`src/rtl/crtc_regs.sv`:
```
// 6845-style CRTC register file: CPU writes land in a shadow bank, which is
// copied to the active bank driving video_gen on each rising edge of v_sync.
module crtc_regs #(
    parameter logic [7:0] R0_DEFAULT = 8'd49,
    parameter logic [7:0] R1_DEFAULT = 8'd40,
    parameter logic [7:0] R2_DEFAULT = 8'd41,
    parameter logic [7:0] R3_DEFAULT = 8'h1F,
    parameter logic [6:0] R4_DEFAULT = 7'd40,
    parameter logic [4:0] R5_DEFAULT = 5'd5,
    parameter logic [6:0] R6_DEFAULT = 7'd25,
    parameter logic [6:0] R7_DEFAULT = 7'd33,
    parameter logic [4:0] R9_DEFAULT = 5'd7
) (
    input  logic       clk16,
    input  logic       reset_n,
    input  logic       crtc_select,
    input  logic       cpu_strobe,
    input  logic       cpu_rw,
    input  logic       rs,
    input  logic [7:0] data_in,
    output logic [7:0] data_out,
    input  logic       v_sync,
    output logic [7:0] h_char_total,
    output logic [7:0] h_char_displayed,
    output logic [7:0] h_sync_pos,
    output logic [3:0] h_sync_width,
    output logic [3:0] v_sync_width,
    output logic [6:0] v_char_total,
    output logic [4:0] v_adjust,
    output logic [6:0] v_char_displayed,
    output logic [6:0] v_sync_pos,
    output logic [4:0] v_char_height,
    output logic       update_pending
);

    // Bus handshake: one access per rising edge of cpu_strobe while
    // crtc_select is high; a strobe held for many cycles is still one access.
    logic       strobe_d;
    logic       vsync_d;
    logic [4:0] index;
    logic [7:0] sh_r0, sh_r1, sh_r2, sh_r3;
    logic [6:0] sh_r4, sh_r6, sh_r7;
    logic [4:0] sh_r5, sh_r9;
    logic [7:0] shadow_rd;
    logic       access;
    logic       commit;
    logic       index_valid;

    assign access      = crtc_select & cpu_strobe & ~strobe_d;
    assign commit      = v_sync & ~vsync_d;
    assign index_valid = (index <= 5'd7) || (index == 5'd9);

    always_comb begin
        shadow_rd = 8'h00;
        case (index)
            5'd0: shadow_rd = sh_r0;
            5'd1: shadow_rd = sh_r1;
            5'd2: shadow_rd = sh_r2;
            5'd3: shadow_rd = sh_r3;
            5'd4: shadow_rd = {1'b0, sh_r4};
            5'd5: shadow_rd = {3'b000, sh_r5};
            5'd6: shadow_rd = {1'b0, sh_r6};
            5'd7: shadow_rd = {1'b0, sh_r7};
            5'd9: shadow_rd = {3'b000, sh_r9};
            default: shadow_rd = 8'h00;
        endcase
    end

    always_ff @(posedge clk16) begin
        if (!reset_n) begin
            strobe_d         <= 1'b1;
            vsync_d          <= 1'b1;
            index            <= 5'd0;
            data_out         <= 8'h00;
            update_pending   <= 1'b0;
            sh_r0            <= R0_DEFAULT;
            sh_r1            <= R1_DEFAULT;
            sh_r2            <= R2_DEFAULT;
            sh_r3            <= R3_DEFAULT;
            sh_r4            <= R4_DEFAULT;
            sh_r5            <= R5_DEFAULT;
            sh_r6            <= R6_DEFAULT;
            sh_r7            <= R7_DEFAULT;
            sh_r9            <= R9_DEFAULT;
            h_char_total     <= R0_DEFAULT;
            h_char_displayed <= R1_DEFAULT;
            h_sync_pos       <= R2_DEFAULT;
            h_sync_width     <= R3_DEFAULT[3:0];
            v_sync_width     <= R3_DEFAULT[7:4];
            v_char_total     <= R4_DEFAULT;
            v_adjust         <= R5_DEFAULT;
            v_char_displayed <= R6_DEFAULT;
            v_sync_pos       <= R7_DEFAULT;
            v_char_height    <= R9_DEFAULT;
        end else begin
            strobe_d <= cpu_strobe;
            vsync_d  <= v_sync;

            // Commit uses the pre-write shadow; a same-cycle write below
            // re-arms update_pending so it lands at the next frame.
            if (commit) begin
                h_char_total     <= sh_r0;
                h_char_displayed <= sh_r1;
                h_sync_pos       <= sh_r2;
                h_sync_width     <= sh_r3[3:0];
                v_sync_width     <= sh_r3[7:4];
                v_char_total     <= sh_r4;
                v_adjust         <= sh_r5;
                v_char_displayed <= sh_r6;
                v_sync_pos       <= sh_r7;
                v_char_height    <= sh_r9;
                update_pending   <= 1'b0;
            end

            if (access && !cpu_rw && !rs) begin
                index <= data_in[4:0];
            end

            if (access && !cpu_rw && rs && index_valid) begin
                case (index)
                    5'd0: sh_r0 <= data_in;
                    5'd1: sh_r1 <= data_in;
                    5'd2: sh_r2 <= data_in;
                    5'd3: sh_r3 <= data_in;
                    5'd4: sh_r4 <= data_in[6:0];
                    5'd5: sh_r5 <= data_in[4:0];
                    5'd6: sh_r6 <= data_in[6:0];
                    5'd7: sh_r7 <= data_in[6:0];
                    5'd9: sh_r9 <= data_in[4:0];
                    default: ;
                endcase
                update_pending <= 1'b1;
            end

            if (access && cpu_rw) begin
                data_out <= rs ? shadow_rd : {update_pending, 2'b00, index};
            end
        end
    end

endmodule

```
`config.mk`:
```
export PLATFORM = sky130hd
export DESIGN_NAME = crtc_regs
export DESIGN_NICKNAME = d
export VERILOG_FILES = /design/src/rtl/crtc_regs.sv
export SDC_FILE = /design/constraint.sdc
export NUM_CORES = 1
export LEC_CHECK = 0
export CAP_MARGIN = 0
export CELL_PAD_IN_SITES_DETAIL_PLACEMENT = 0
export CELL_PAD_IN_SITES_GLOBAL_PLACEMENT = 1
export CORE_MARGIN = 2
export CORE_UTILIZATION = 40
export CTS_CLUSTER_DIAMETER = 150
export DETAILED_ROUTE_END_ITERATION = 10
export GPL_TIMING_DRIVEN = 0
export PLACE_DENSITY_LB_ADDON = 0.2
export SETUP_SLACK_MARGIN = 0.3
export SLEW_MARGIN = 15
export SYNTH_ARGS = -nofsm -noshare
export SYNTH_HDL_FRONTEND = slang
export SYNTH_SLANG_ARGS = --single-unit
```
`constraint.sdc`:
```
create_clock -name clk16 -period 2.2 [get_ports clk16]
set_input_delay 0.44 -clock clk16 [delete_from_list [all_inputs] [get_ports clk16]]
set_output_delay 0.44 -clock clk16 [all_outputs]
set_load 0.03 [all_outputs]
```
* Word-level counts from Yosys, hierarchy flattened
Index checks and enable logic that the tools add are counted.
Operators by class: reduce and logical (&&, ||, !) cells 19, muxes and demuxes 4, magnitude comparators 1, equality and inequality tests 8, bitwise operators 5
Operators with widths (count):
- 8-bit case mux with 9 select lines | 1
- 5-bit by 3-bit equality test with 1-bit output, second input constant | 4
- 2-bit AND reduction | 9
- 5-bit by 2-bit equality test with 1-bit output, second input constant | 2
- 8-bit 2-to-1 mux | 1
- 5-bit by 1-bit equality test with 1-bit output, second input constant | 1
- 5-bit by 4-bit equality test with 1-bit output, second input constant | 1
- 5-bit by 3-bit less-or-equal comparator with 1-bit output, second input constant | 1
- 1-bit logical AND | 5
- 5-bit zero test | 1
- 1-bit AND | 3
- 1-bit zero test | 2
- 1-bit 2-to-1 mux | 2
- 1-bit NOT | 2
- 2-bit nonzero test | 1
- 1-bit logical OR | 1
Word-level totals: output and inout bits 72, word-level logic and storage cells 61, input port bits 15, bits in registers 142

* Depth between registers and ports, before layout
Gate-level depths: netlist of run 1.
depth after elaboration 6, gate-level depth with buffers 8, depth with buffers taken out 5

* Worst setup path before layout of run 1
Ideal clock, no wire load.
path type flip-flop to flip-flop, start reg index[0], end reg sh_r7[2], setup time 0.127 ns, cell stages (with the launch flop) 9, arrival time 1.648 ns, required time 2.073 ns, path buffers 3, slack 0.425 ns, clock period less this slack 1.775 ns, cell sequence dfxtp_1 > buf_4 > or3b_1 > a211oi_2 > buf_4 > nand2_1 > clkbuf_1 > nand3_1 > o21ai_0
On the way: longest elaborated chain between the ends 4, elaborated cells on any way between the ends 6, classes of those cells order compare: 1; eq/ne: 2; reduce/logical: 3
Ends and longest elaborated chain:
- start, declared | RTL line 40 | logic [4:0] index;
- start signal, assigned | RTL line 116 | index <= data_in[4:0];
- 5-bit by 3-bit less-or-equal comparator with 1-bit output / 5-bit by 4-bit equality test with 1-bit output (equally long branches) | RTL line 51 | assign index_valid = (index <= 5'd7) || (index == 5'd9);
- 1-bit logical OR | RTL line 51
- 1-bit logical AND | RTL line 119 | if (access && !cpu_rw && rs && index_valid) begin
- 2-bit AND reduction (no line) (*)
- end signal, assigned | RTL line 128 | 5'd7: sh_r7 <= data_in[6:0];
- end, declared | RTL line 42 | logic [6:0] sh_r4, sh_r6, sh_r7;
Every way passes the cells marked *; elsewhere a longest branch is shown, timed or not. A chain may end at the register's enable or synchronous reset.

* Worst setup path in the final report of run 1
start in rs, end reg sh_r2[3]
On the way: longest elaborated chain between the ends 3
Ends and longest elaborated chain:
- start, declared | RTL line 19 | input logic rs,
- 1-bit logical AND (2 in a row) | RTL line 119
- 2-bit AND reduction (no line)
- end signal, assigned | RTL line 123 | 5'd2: sh_r2 <= data_in;
- end, declared | RTL line 41 | logic [7:0] sh_r0, sh_r1, sh_r2, sh_r3;
No other way between the ends.

==> reports/results.txt, run 1 <==
Each instance of the synthesized netlist takes up on average 8.459 sq um. The total number of placement rows was 43. The smallest clock period supported by the final layout is computed as 1.921 ns. The sequential share of the synthesized area came out at 0.4964.

Data on the critical path is required at its endpoint by 2.48 ns. The tools report the nature of the critical path endpoint as a flop. The number of max-slew violations in the final report is 0. The cell area power density is 739.5 nW/um^2, and the total via count in the routed design is 5454. For this block, the routed nets add up to 19260 um of wire.

The number of antenna diodes in the final layout is 0. The critical path is of the in -> reg type. In this run the static leakage power is 3.698 nW. The CTS sink count was 142; the count of different cell masters after synthesis was 45. The die is 123.7 um tall. The total nets after synthesis is 692, and the number of max-cap violations is 0. At the worst endpoint, the arrival time is 2.20 ns. The transition time at the pin with the least slew margin is 0.8889 ns. The final routed DRC violation total is 0. The logs give 15290 sq um for the area of the die and 0.43 ns for the later-pin clock latency in the skew report. Across the routed clock network, the largest skew measured is 0.008129 ns. The growth of design area from synthesis to finish was 39.74%; the number of setup violations in the final report was 0. For this block, the initial DRC count from the detailed router was 463. CTS placed an instance of sky130_fd_sc_hd__clkbuf_16 at the clock tree root.

Across all hold checks on the routed design, the worst slack comes to 0.3661 ns. The tools report the net load switching power as 1.383 mW. The first global-routing pass estimated 28630 um of wire. The leftover overflow at the end of global routing came out at 0. The number of antenna violations at the first check in global routing is 0, and the count of input and output buffers is 83. Using the TritonRoute via totals, the vias-per-cell ratio works out to 5.509.

The area of the mapped netlist came out at 5727 sq um. The run gives 5158 as the number of global-route vias before repair. From left edge to right edge, the die measures 123.7 um. In this run, post-CTS hold repair placed 0 buffers. The wire-length estimate of the detail-placed layout is 13660 um. The sequential share of power was 0.442; the mean routed wirelength per cell was 19.45 um.

The share of total power in the clock network is 0.500, and the starting density of the core is 0.4110. The first detailed-routing pass took 7 iterations. The H-tree was split into 4 levels. The flow ran to the end, and the final reports show no timing, DRC or antenna violations. The combinational share of power was 0.058; the number of routed nets with antenna violations was 0.

The switching fraction of total power works out to 0.2336. After floorplanning, the core was sized to cover 13930 sq um. Worst-case headroom to the max-slew limit: 0.4074. The top-level port count came out at 87.

Pin count of the biggest net entering global routing: 17. STA classifies the critical path startpoint as an input port. The global-route usage over all layers is 0.2561. The number of warnings reported in the yosys synthesis log is 0. Of all nets on the critical path, the largest fanout is 10.

The number of cells produced by synthesis came out at 677. Worst min-delay path category: in -> reg. In this run, CTS created clock tree buffers numbering 17. The run gives 0.2790 ns as the least setup slack across all paths after layout.

For the internal power summed over all cells, the log shows 4.535 mW. Clock-pin slew was measured on the worst setup and hold paths at 0.06 ns. Timing would allow up to 520.6 MHz.

The ratio of cells with drive above 1 in the final layout works out to 0.1383. OpenSTA, run right after detailed placement, puts the worst setup slack at -0.4600 ns. The post-layout utilization of the core is 0.5743, and the number of endpoints with negative hold slack in the final report is 0. The ratio of final minimum period to clock period came out at 0.8732.

The post-synthesis sequential element count was 142. VDD sags by at most 0.7756 mV. The buffer depth of the longest clock path is 2. TritonCTS built the clock tree.

Setup repair after global routing could not meet its margin everywhere. Routability-driven placement finished with a final weighted congestion of 0.9100. In the final design database the tool counted 812 nets.
==> power groups by stage <==
stage	registers, mW	clock network, mW	logic, mW
3_5_place_dp	2.67	0	0.332
3_3_place_gp	2.67	0	0.328
4_1_cts	2.62	2.98	0.338
2_1_floorplan	2.72	0	0.138
5_1_grt	2.62	3.12	0.369
6_report	2.61	2.96	0.344
==> path summary, 6_finish.rpt <==
| check | endpoint | slack, ns | depth (start not counted) | from |
|---|---|---|---|---|
| worst max-delay path | sh_r2[3] | 0.28 | 8 | rs |
| worst min-delay path | vsync_d | 0.37 | 2 | reset_n |
| worst max register to register | sh_r2[3] | 0.28 | 8 | index[2] |
| worst min register to register | v_char_displayed[6] | 0.46 | 2 | v_char_displayed[6] |
==> stage by stage <==
step	power, mW	setup TNS [ns]	std cells	area, sq um
2_1_floorplan	2.857	0	677	5727
3_3_place_gp	2.998	-15.80	940	6783
3_5_place_dp	3.004	-20.64	940	6783
4_1_cts	5.937	0	985	7620
5_1_grt	6.111	0	990	8003
6_report	5.918	0	990	8003
==> registers in the layout, indices dropped and copies added (netlist names), 8 cells and up <==
name,cells
data_out,8
h_char_displayed,8
h_char_total,8
h_sync_pos,8
sh_r0,8
sh_r1,8
sh_r2,8
sh_r3,8
==> cells in the final DEF (no fill, tap or decap), types with 5 or more instances in the layout <==
cell and instances:
sky130_fd_sc_hd__and2_1 5, sky130_fd_sc_hd__clkbuf_1 26, sky130_fd_sc_hd__nand3_2 12, sky130_fd_sc_hd__dlygate4sd2_1 11
sky130_fd_sc_hd__dlymetal6s2s_1 54, sky130_fd_sc_hd__dfxtp_1 140, sky130_fd_sc_hd__a21oi_1 6, sky130_fd_sc_hd__clkbuf_16 18
sky130_fd_sc_hd__clkbuf_2 8, sky130_fd_sc_hd__nor2b_1 13, sky130_fd_sc_hd__o21ai_1 10, sky130_fd_sc_hd__a22oi_1 6
sky130_fd_sc_hd__nor2_1 8, sky130_fd_sc_hd__nand3_1 74, sky130_fd_sc_hd__nand2_1 173, sky130_fd_sc_hd__nand2b_1 6
sky130_fd_sc_hd__a31oi_1 5, sky130_fd_sc_hd__buf_6 10, sky130_fd_sc_hd__o21ai_0 26, sky130_fd_sc_hd__a21boi_0 46
sky130_fd_sc_hd__clkdlybuf4s50_1 18, sky130_fd_sc_hd__buf_4 12, sky130_fd_sc_hd__nor3_1 6, sky130_fd_sc_hd__buf_1 6
sky130_fd_sc_hd__mux2i_1 23
==> cells in the mapped netlist (all sizes together) <==
library cell / instances / area share
nor4b: 2 / 0.0042
buf: 15 / 0.013
clkbuf: 38 / 0.025
a221oi: 5 / 0.0076
nand2b: 6 / 0.0066
a32o: 3 / 0.0052
nor3b: 1 / 0.0013
a31oi: 5 / 0.0055
o21a: 3 / 0.0039
or3: 1 / 0.0011
o221ai: 4 / 0.0061
a21oi: 7 / 0.0061
or3b: 2 / 0.0031
mux4: 2 / 0.0079
o211ai: 1 / 0.0013
nand3: 87 / 0.076
a21boi: 46 / 0.060
nand3b: 1 / 0.0013
nand4bb: 1 / 0.0020
a2bb2oi: 1 / 0.0015
and4: 1 / 0.0015
nor2b: 14 / 0.015
mux2i: 25 / 0.044
a21o: 4 / 0.0052
nor3: 9 / 0.011
nand2: 181 / 0.12
a22o: 4 / 0.0061
nor2: 9 / 0.0059
and3: 2 / 0.0022
a41oi: 1 / 0.0015
dfxtp: 142 / 0.50
a211oi: 1 / 0.0022
and4b: 1 / 0.0017
and2: 5 / 0.0055
o21ai: 38 / 0.033
a22oi: 6 / 0.0079
nand4b: 1 / 0.0015
inv: 2 / 0.0013
==> layout make-up <==
| class | instances | area, sq um |
|---|---|---|
| plain buffers | 53 | 305.3 |
| clock buffers | 19 | 442.9 |
| clock inverters | 13 | 162.7 |
| fillers | 1291 | 5932 |
| inverters | 2 | 7.507 |
| multi-input cells | 480 | 2893 |
| flip-flops and latches | 142 | 2845 |
| well taps | 180 | 225.2 |
| repair buffers | 101 | 1121 |
==> metal layers <==
layer  GRT usage  up-vias  part of all wire
li1            -     2583                 -
met3     0.06914       34             0.067
met2      0.3959      186              0.47
met1      0.3361     2651              0.44
met5           0        -                 0
met4      0.1122        0             0.026
==> cells by family (layout without fill, tap and decap cells) <==
kind of cell | Yosys count | count (layout) | synth area share
compound gates | 129 | 129 | 0.1538
buf+inv | 55 | 188 | 0.03889
flops | 142 | 142 | 0.4964
mux | 27 | 27 | 0.05156
simple gates | 324 | 324 | 0.2593
==> critical path, stage by stage <==
cell and delay, ns:
sky130_fd_sc_hd__clkdlybuf4s50_1 0.64, sky130_fd_sc_hd__nand2b_1 0.19, sky130_fd_sc_hd__a211oi_4 0.30, sky130_fd_sc_hd__buf_6 0.21, sky130_fd_sc_hd__nand2_4 0.08, sky130_fd_sc_hd__buf_8 0.16, sky130_fd_sc_hd__nand2_1 0.08, sky130_fd_sc_hd__nand3_1 0.09
==> what timing repair did <==
action,4_1_cts,5_1_grt
pin swaps,4,9
cloned,1,3
buffers inserted,12,2
resized for setup,50,119
setup endpoints to repair,84,146
No activity file was read; power rests on OpenSTA's default activity.
==> inputs of run 2 (changes only) <==
--- a/config.mk
+++ b/config.mk
@@ -8,11 +8,12 @@
 export CAP_MARGIN = 0
 export CELL_PAD_IN_SITES_DETAIL_PLACEMENT = 0
 export CELL_PAD_IN_SITES_GLOBAL_PLACEMENT = 1
-export CORE_MARGIN = 2
+export CORE_MARGIN = 5
 export CORE_UTILIZATION = 40
 export CTS_CLUSTER_DIAMETER = 150
 export DETAILED_ROUTE_END_ITERATION = 10
 export GPL_TIMING_DRIVEN = 0
+export MAX_ROUTING_LAYER = met4
 export PLACE_DENSITY_LB_ADDON = 0.2
 export SETUP_SLACK_MARGIN = 0.3
 export SLEW_MARGIN = 15
==> run 2 against run 1 <==
  * Via count up 0.64%
  * Clock-buffer cell count up 3
  * Critical endpoint is now sh_r6[0]
  * Maximum frequency is 2.5% lower
==> reports/results.txt, run 2 (synthesis gave the netlist of run 1 again) <==
The flow ran to the end, and the final reports show no timing, DRC or antenna violations. For the area of the die, the log shows 16810 sq um (+9.9%). The logs give 9119 um (+1.7%) for the wire length on met2 and 0 (unchanged) for the number of diodes.

The final cell count without fillers is 996 (+0.61%). The die height came out at 129.7 um (+4.9%). In this design, the critical path's most frequently occurring cell is sky130_fd_sc_hd__buf_6. Among cell families on the critical path, the largest total delay comes from buffers and inverters. The average via count per standard cell was 5.511 (about the same).

The total via count in the routed design is 5489 (+0.64%), and the count of input and output buffers is 83 (unchanged). The highest cell delay on the worst timing path works out to 0.41 ns (-0.23 ns). The final routed DRC violation total is 0 (unchanged). For the required time of the worst setup path, the log shows 2.55 ns (+0.07 ns).

The post-layout utilization of the core came out at 0.5936 (+0.01931). The number of max-cap violations was 0 (unchanged). The critical path's slowest cell was sky130_fd_sc_hd__or3b_4. The tree is rooted in a sky130_fd_sc_hd__clkbuf_16. The global-route usage over all layers is 0.2357 (-0.02041). The worst setup path is launched from a flop.

The top layer used by detailed routing is met4. In this run the worst hold path is classified as in -> reg. The maximum clock skew at final layout is 0.01781 ns (+0.009679 ns), and the number of buffers inserted during clock tree synthesis is 17 (unchanged). The maximum ir drop on the vdd rail was 0.4683 mV (-40%); the later-pin clock latency in the skew report was 0.43 ns (about the same). The run gives 2 (unchanged) as the buffer depth of the longest clock path. The worst-case headroom to the max-slew limit is 0.4214 (+0.01399), and the floorplan die width is 129.7 um (+4.9%). The growth of design area from synthesis to finish was 44.44%; the clock-pin slew reported for the worst setup and hold paths after clock tree synthesis was 0.06 ns (about the same). The CTS sink count is 142 (unchanged). The top-level port count was 87 (unchanged).

The first-pass iteration count of the detailed router came out at 5 (-2). The endpoint arrival time on the critical path is 2.32 ns (+0.12 ns), and the ratio of cells with drive above 1 in the final layout is 0.1703 (+0.03207). The buffers plus inverters on the worst setup path was 4 (+1). The run gives 19680 um (+2.2%) as the detailed-route wire length. The wire length on met3 was 1196 um (-6.6%). Setup repair after global routing could not meet its margin everywhere. Transition time at the pin with the least slew margin: 0.8679 ns (-0.02099 ns). The number of endpoints with negative hold slack in the final report is 0 (unchanged).

The run gives 4 (unchanged) as the level count of the clock H-tree. Met1 routed wirelength after detailed routing: 8881 um (+4.5%). The pin count of the biggest net entering global routing is 17 (unchanged), and the detailed placement HPWL is 14010 um (+2.6%). The run gives 0 (unchanged) as the number of setup violations in the final report. Nature of the critical path endpoint: a flop. In the layout the commonest cells are sky130_fd_sc_hd__nand2_1, sky130_fd_sc_hd__dfxtp_1, sky130_fd_sc_hd__nand3_1, sky130_fd_sc_hd__a21boi_0.

The number of max-slew violations in the final report came out at 0 (unchanged). Mean routed wirelength per cell: 19.75 um (+1.5%). Maximum frequency from static timing analysis: 507.8 MHz (-2.5%). The run gives 5179 (+0.41%) as the number of global-route vias before repair.

The number of routed nets with antenna violations is 0 (unchanged). Leftover overflow at the end of global routing: 0 (unchanged). TritonCTS built the clock tree.

The library cell used most frequently in the layout, excluding fill and tap cells, is sky130_fd_sc_hd__nand2_1. The routability-driven placement congestion ratio was 0.9071 (-0.32%); the cell area power density was 751.7 nW/um^2 (+1.7%). The worst setup path is of the reg -> reg kind.

The time the worst path needs with I/O delays and setup came out at 1.969 ns (+0.04834 ns). The run gives 466 (+0.65%) as the violation count after the first detailed-route iteration. The starting density of the core is 0.4110 (unchanged), and the biggest fanout along the worst timing path is 6 (-4). The logs give 13930 sq um (unchanged) for the area of the core and 940 (unchanged) for the total instance count after detailed placement. Total number of placement rows: 43 (unchanged). The first-pass GRT wire length was 29240 um (+2.1%); the count of nets after finishing was 818 (+0.74%). The leakage component of the power was 3.632 nW (-1.8%); the number of antenna violations at the first check in global routing was 0 (unchanged).

The ratio of final minimum period to clock period was 0.8951 (+0.02197). The critical path goes through buf_6 > or3b_4 > a211oi_4 > buf_6 > buf_8 > clkbuf_16 > nand3_2 > nand3_1.
run 2: power breakdown:
group | switching (mW) | internal (mW)
clock network | 1.09 | 2.16
registers | 0.0145 | 2.60
logic | 0.233 | 0.120
run 2: worst paths after layout:
kind | depth (start not counted) | endpoint | start | slack, ns
min reg2reg | 2 | v_sync_width[0] | v_sync_width[0] | 0.46
max | 8 | sh_r6[0] | index[2] | 0.23
max reg2reg | 8 | sh_r6[0] | index[2] | 0.23
min | 2 | vsync_d | reset_n | 0.39
run 2: per-stage QoR:
| step | setup WS (ns) | hold slack, ns | power (mW) | instance area, sq um | TNS [ns] |
|---|---|---|---|---|---|
| CTS | 0.2351 | 0.3786 | 6.245 | 7640 | 0 |
| global placement | -0.4612 | 0.4490 | 3.000 | 6783 | -16.65 |
| global route | 0.1783 | 0.4017 | 6.394 | 8272 | 0 |
| finish | 0.2307 | 0.3912 | 6.218 | 8272 | 0 |
| floorplan | 0.4250 | 0.4472 | 2.857 | 5727 | 0 |
| detailed placement | -0.4450 | 0.4565 | 3.006 | 6783 | -18.34 |
run 2: cell type report:
class	instances	area, sq um
buffer	53	309.0
clock buffer	22	494.2
clock inverter	10	181.4
fill	1219	5663
inverter	2	7.507
multi-input combinational	480	3023
sequential	142	2844
tap	180	225.2
timing repair buffer	107	1187
run 2: timing repair:
action / in CTS / in global routing
gates cloned: 1 / 5
hold buffers: 0 / 0
pin swaps: 3 / 15
buffers inserted: 7 / 11
setup endpoints to repair: 83 / 134
resized for setup: 47 / 146
run 2: layer usage:
layer,vias up,global-route usage
met5,-,-
met4,0,0.07396
met3,35,0.06142
met2,186,0.3567
met1,2659,0.3095
li1,2609,-
